$ cat src/rtl/imm_ext_arbiter.sv
// imm_ext_arbiter
// Shares one immediate extender (IN_W-bit field to OUT_W-bit operand) between
// the ALU immediate path (requester 0) and the branch-offset path
// (requester 1). At most one request is accepted per cycle, extended, and
// held in a single-entry output register until the execute stage takes it.
//
// Build option:
//   IMM_EXT_RR_EN defined   -> round-robin between the two requesters,
//                              tracked by a 1-bit last_grant register.
//   IMM_EXT_RR_EN undefined -> fixed priority, requester 0 always wins.
//
// OUT_W must be strictly greater than IN_W.
module imm_ext_arbiter #(
    parameter int IN_W  = 5,
    parameter int OUT_W = 8
) (
    input  logic             clk,
    input  logic             reset_n,

    input  logic             req0_valid,
    input  logic [IN_W-1:0]  req0_imm,
    input  logic             req0_zext,
    output logic             req0_ready,

    input  logic             req1_valid,
    input  logic [IN_W-1:0]  req1_imm,
    input  logic             req1_zext,
    output logic             req1_ready,

    output logic             out_valid,
    output logic [OUT_W-1:0] out_data,
    output logic             out_id,
    input  logic             out_ready
);

    // Output register occupancy
    typedef enum logic {
        EMPTY = 1'b0,
        FULL  = 1'b1
    } state_t;

    state_t           state_reg;
    state_t           state_next;
    logic [OUT_W-1:0] data_reg;
    logic [OUT_W-1:0] data_next;
    logic             id_reg;
    logic             id_next;

    logic             can_accept;
    logic             win0;
    logic             win1;
    logic             grant0;
    logic             grant1;
    logic             any_grant;

    logic [IN_W-1:0]  sel_imm;
    logic             sel_zext;
    logic             fill_bit;
    logic [OUT_W-1:0] ext_value;

    // The register can take a new result when it is empty, or when the
    // current result leaves this same cycle (back-to-back without a bubble).
    assign can_accept = (state_reg == EMPTY) || out_ready;

`ifdef IMM_EXT_RR_EN
    logic last_grant_reg;
    logic last_grant_next;

    // Round-robin: a lone requester always wins; in a contest the requester
    // that was not granted last time wins.
    always_comb begin
        win0 = req0_valid && (!req1_valid || last_grant_reg);
        win1 = req1_valid && (!req0_valid || !last_grant_reg);
    end

    // last_grant follows the winner of every grant and holds otherwise.
    always_comb begin
        last_grant_next = last_grant_reg;
        if (grant0) begin
            last_grant_next = 1'b0;
        end else if (grant1) begin
            last_grant_next = 1'b1;
        end
    end

    // Reset value 1 makes requester 0 the winner of the first contest.
    always_ff @(posedge clk or negedge reset_n) begin
        if (!reset_n) begin
            last_grant_reg <= 1'b1;
        end else begin
            last_grant_reg <= last_grant_next;
        end
    end
`else
    // Fixed priority: requester 1 is served only while requester 0 is idle.
    always_comb begin
        win0 = req0_valid;
        win1 = req1_valid && !req0_valid;
    end
`endif

    // Grants depend only on valids, out_ready, state and reset; the immediate
    // fields never reach the ready outputs. Reset forces readies low at once,
    // without waiting for a clock edge.
    always_comb begin
        grant0    = reset_n && can_accept && win0;
        grant1    = reset_n && can_accept && win1;
        any_grant = grant0 || grant1;
    end

    assign req0_ready = grant0;
    assign req1_ready = grant1;

    // Steer the winning requester's field into the shared extender.
    always_comb begin
        sel_imm  = req0_imm;
        sel_zext = req0_zext;
        if (grant1) begin
            sel_imm  = req1_imm;
            sel_zext = req1_zext;
        end
    end

    // Low bits pass straight through; every upper bit is either zero or a
    // copy of the field's sign bit.
    assign fill_bit                = !sel_zext && sel_imm[IN_W-1];
    assign ext_value[IN_W-1:0]     = sel_imm;

    genvar gi;
    generate
        for (gi = IN_W; gi < OUT_W; gi++) begin : g_fill
            assign ext_value[gi] = fill_bit;
        end
    endgenerate

    // Output register next state: load on a grant, drain when the consumer
    // takes the result with nothing new arriving, otherwise hold.
    always_comb begin
        state_next = state_reg;
        data_next  = data_reg;
        id_next    = id_reg;
        if (any_grant) begin
            state_next = FULL;
            data_next  = ext_value;
            id_next    = grant1;
        end else if ((state_reg == FULL) && out_ready) begin
            state_next = EMPTY;
        end
    end

    // Output register; a pending result is discarded by reset.
    always_ff @(posedge clk or negedge reset_n) begin
        if (!reset_n) begin
            state_reg <= EMPTY;
            data_reg  <= '0;
            id_reg    <= 1'b0;
        end else begin
            state_reg <= state_next;
            data_reg  <= data_next;
            id_reg    <= id_next;
        end
    end

    assign out_valid = (state_reg == FULL);
    assign out_data  = data_reg;
    assign out_id    = id_reg;

endmodule

$ cat config.mk
export PLATFORM = sky130hd
export DESIGN_NAME = imm_ext_arbiter
export DESIGN_NICKNAME = d
export VERILOG_FILES = /design/src/rtl/imm_ext_arbiter.sv
export SDC_FILE = /design/constraint.sdc
export NUM_CORES = 1
export LEC_CHECK = 0
export CAP_MARGIN = 20
export CORE_AREA = 10 10 47 49
export DETAILED_ROUTE_END_ITERATION = 10
export DIE_AREA = 0 0 57 59
export DONT_BUFFER_PORTS = 1
export PLACE_DENSITY = 0.48
export SYNTH_ARGS = -nofsm -noshare
export SYNTH_HDL_FRONTEND = slang
export SYNTH_SLANG_ARGS = --single-unit
$ cat constraint.sdc
create_clock -name clk -period 1.1 [get_ports clk]
set_input_delay 0.11 -clock clk [delete_from_list [all_inputs] [get_ports clk]]
set_output_delay 0.11 -clock clk [all_outputs]
set_load 0.01 [all_outputs]
==> reports/qor.log <==
INFO  sta            final.min_clock_period=1.218ns
INFO  yosys          synthDistinctLibCells=14
INFO  sta            timing.clock.skew=0.003154ns
INFO  power_and_ir_drop p_leak=0.2576nW
INFO  setup_path     worst-path-buf-inv=1
INFO  clock_tree     tritoncts=built
INFO  yosys          postSynthRegisterBits=8
INFO  detailed_routing per_cell_routed_wire_length=17.44um
INFO  min_path       worst_hold_path_type=primary input to flop
INFO  setup_path     critPathLaunchType=flop
INFO  grt            global_route.overflow_total=0
INFO  placement      detailedPlace.worstSlack=-0.1480ns
INFO  placement      placer_congestion=0.6712
INFO  yosys          yosysWarningCount=0
INFO  setup_path     critPathSlowestCell=sky130_fd_sc_hd__dfrtp_1
INFO  detailed_routing antenna_violating_nets_post_route=0
INFO  sta            fin_crit_sh=110.7%
INFO  sta            drv_slew=0
INFO  grt            vias_in_the_first_global_route=366
INFO  grt            gr-usage-met1=7.358%
INFO  detailed_routing detail_route.vias_per_cell=4.727
INFO  power_and_ir_drop power_per_unit_of_standard_cell_area=1495nW/um^2
INFO  sta            maximum_clock_frequency=821.3MHz
INFO  yosys          synth_largest_area_cell=sky130_fd_sc_hd__dfrtp_1
INFO  setup_path     cp_data_required_time=1.22ns
INFO  clock_tree     cts_num_sinks=8
INFO  floorplanning  floorplan.rows=14
INFO  yosys          seq_area_frac_synth=46.65%
INFO  cells_and_area final.fill_count=153
INFO  yosys          synthesis.area=429.2um^2
INFO  setup_path     worst_path_dominant_cell_family=flip-flops
INFO  sta            grt_setup_unrepaired=true
INFO  cells_and_area final_nets=69
INFO  grt            grt_max_degree=9
INFO  clock_tree     insertion_delay=0.24ns
INFO  sta            finalSetupViolCount=8
INFO  cells_and_area register_area=200.2um^2
INFO  clock_tree     cts_htree_levels=1
INFO  yosys          synth.net_count=57
INFO  yosys          synth_largest_type_area_fraction=46.65%
INFO  clock_tree     cts.root.buffer_cell=sky130_fd_sc_hd__clkbuf_4
INFO  clock_tree     clk_pin_slew_worst_paths=0.05ns
INFO  setup_path     worst-path-max-fanout=4
INFO  floorplanning  floorplan.initialDensity=30.63%
INFO  setup_path     worstSetupPathType=flop to flop
INFO  placement      place.detailed.hpwl=952.5um
INFO  setup_path     worstPathArrival=1.34ns
INFO  grt            met2_usage=12.40%
INFO  placement      numPortBuffers=0
INFO  yosys          synth_area_leaders=sky130_fd_sc_hd__dfrtp_1 (47%), sky130_fd_sc_hd__mux2i_1 (14%), sky130_fd_sc_hd__a21oi_1 (8.2%), sky130_fd_sc_hd__buf_6 (5.2%), sky130_fd_sc_hd__nor2_1 (4.4%)
INFO  clock_tree     cts.path.max_buffers=2
INFO  floorplanning  fp.dieH=59um
INFO  sta            worst-slew-pin-transition=0.3719ns
INFO  grt            use_met3=3.004%
INFO  setup_path     path_cells=nand2b_4 -> nor2b_4 -> buf_4 -> mux2i_1 -> a21oi_1
INFO  grt            initial_antenna_violation_count=0
INFO  floorplanning  core_region_area=1401um^2
INFO  sta            hold_viol=0
INFO  detailed_routing postRouteWirelength=1151um
INFO  setup_path     critPathMaxStageDelay=0.40ns
INFO  status         status=finished with violations
INFO  floorplanning  die-area=3363um^2
INFO  status         violated_checks=setup timing
INFO  yosys          post_synth.cell_area_avg=10.73um^2
INFO  yosys          synth_cells=40
INFO  floorplanning  num_io_pins=29
INFO  cells_and_area syn_to_final_growth=24.49%
INFO  detailed_routing drc_errors=0
INFO  clock_tree     cts_buffers=3
INFO  cells_and_area n_antenna_cell=0
INFO  grt            global_route_wire_length_before_repair=1863um
INFO  job            maxCapViolations=0
INFO  detailed_routing drt_first_iter_violations=3
INFO  detailed_routing routed_vias=312
INFO  sta            final_critical_path_setup_slack=-0.1175ns
INFO  sta            slew_headroom=75.13%
INFO  grt            overall_global_routing_resource_usage=6.997%
INFO  floorplanning  die_width=57um
INFO  sta            setup_total_negative_slack=-0.7239ns
INFO  setup_path     critical_path.endpoint_type=flop
INFO  cells_and_area drive_above_1_share=38.00%
INFO  detailed_routing firstDrtPassIters=2
INFO  sta            holdWs=0.02698ns
INFO  grt            busiest_layer=met2
INFO  power_and_ir_drop irDropWorstVdd=513.4uV
INFO  cells_and_area multi_input_area=183.9um^2
## cell usage in the layout, fill, tap and decap left out
cell and n:
sky130_fd_sc_hd__dlygate4sd3_1 1, sky130_fd_sc_hd__nor2_1 5, sky130_fd_sc_hd__buf_6 3, sky130_fd_sc_hd__nand3_1 1
sky130_fd_sc_hd__inv_1 2, sky130_fd_sc_hd__dfrtp_1 8, sky130_fd_sc_hd__a21oi_1 7, sky130_fd_sc_hd__o21ai_0 1
sky130_fd_sc_hd__nor2b_4 1, sky130_fd_sc_hd__inv_2 1, sky130_fd_sc_hd__mux2i_1 5, sky130_fd_sc_hd__mux2i_2 1
sky130_fd_sc_hd__buf_4 7, sky130_fd_sc_hd__clkbuf_4 3, sky130_fd_sc_hd__nand2b_4 1, sky130_fd_sc_hd__nand4b_2 1
sky130_fd_sc_hd__and2b_1 1, sky130_fd_sc_hd__nand2_2 1
## registers in the layout, indices dropped and copies added, names as in the netlist
signal	count
out_data	6
out_id	1
out_valid	1
## worst register-to-register path: stages (launching register included)
cell and delay [ns]:
sky130_fd_sc_hd__dfrtp_1 0.40, sky130_fd_sc_hd__nand2b_4 0.09, sky130_fd_sc_hd__nor2b_4 0.19, sky130_fd_sc_hd__buf_4 0.14, sky130_fd_sc_hd__mux2i_1 0.19, sky130_fd_sc_hd__a21oi_1 0.08
## cell type report
type	count	area share [%]
clock buffer	3	4.215
inverter	3	2.108
multi-input combinational	25	34.43
sequential	8	37.47
tap	16	3.747
timing repair buffer	11	18.03
## worst paths after layout
| kind | cells past startpoint | end | from | slack [ns] |
|---|---|---|---|---|
| worst min register to register | 2 | out_valid | out_valid | 0.55 |
| worst min-delay path | 2 | out_data[0] | req1_imm[0] | 0.03 |
| worst max-delay path | 5 | out_data[4] | out_valid | -0.12 |
| min in group asynchronous | 1 | out_valid | reset_n | 0.21 |
| max in group asynchronous | 1 | out_data[5] | reset_n | 0.62 |
| worst max register to register | 5 | out_data[4] | out_valid | -0.12 |
## logic make-up after synthesis
family / after synthesis / share of synthesized area [%]
and+or+nand+nor: 11 / 18.66
AOI/OAI and AO/OA: 8 / 9.327
DFF: 8 / 46.65
buffers and inverters: 7 / 11.37
muxes: 6 / 13.99
## power by group
part	internal (mW)	switching [mW]	leakage (nW)
Clock	0.124	0.0911	0.0138
Combinational	0.0900	0.0821	0.151
Sequential	0.349	0.0620	0.0928
Total	0.564	0.235	0.258
## cell usage after synthesis
cell type	n
sky130_fd_sc_hd__a21oi_1	7
sky130_fd_sc_hd__nor2b_4	1
sky130_fd_sc_hd__buf_4	2
sky130_fd_sc_hd__nand2b_4	1
sky130_fd_sc_hd__nor2_1	5
sky130_fd_sc_hd__nand2_2	1
sky130_fd_sc_hd__nand4b_2	1
sky130_fd_sc_hd__mux2i_1	6
sky130_fd_sc_hd__buf_6	2
sky130_fd_sc_hd__dfrtp_1	8
sky130_fd_sc_hd__o21ai_0	1
sky130_fd_sc_hd__inv_1	3
sky130_fd_sc_hd__and2b_1	1
sky130_fd_sc_hd__nand3_1	1
## stage by stage
| stage | total power [mW] | cell area, um^2 | utilization, % | std cells |
|---|---|---|---|---|
| global route | 0.8524 | 534.3 | 38.13 | 66 |
| floorplan | 0.5333 | 429.2 | - | 40 |
| finish | 0.7988 | 534.3 | 38.13 | 66 |
| CTS | 0.8067 | 526.8 | 37.59 | 66 |
| detailed placement | 0.5626 | 449.2 | 32.05 | 57 |
| global placement | 0.5524 | 449.2 | 32.05 | 57 |
## metal layers
layer	vias to the layer above	share of wire, %
li1	151	-
met5	-	0
met1	148	35
met3	0	7.9
met4	0	0
met2	13	57
## what timing repair did
item                                   in CTS  in global routing
hold buffers                                1                  0
pin swaps                                   1                  0
buffers inserted                            5                  0
gates resized for setup                     3                  2
setup endpoints to repair                   8                  9
cloned                                      0                  0
endpoints found under the hold margin       8                  0
(Power assumes the default switching activity.)
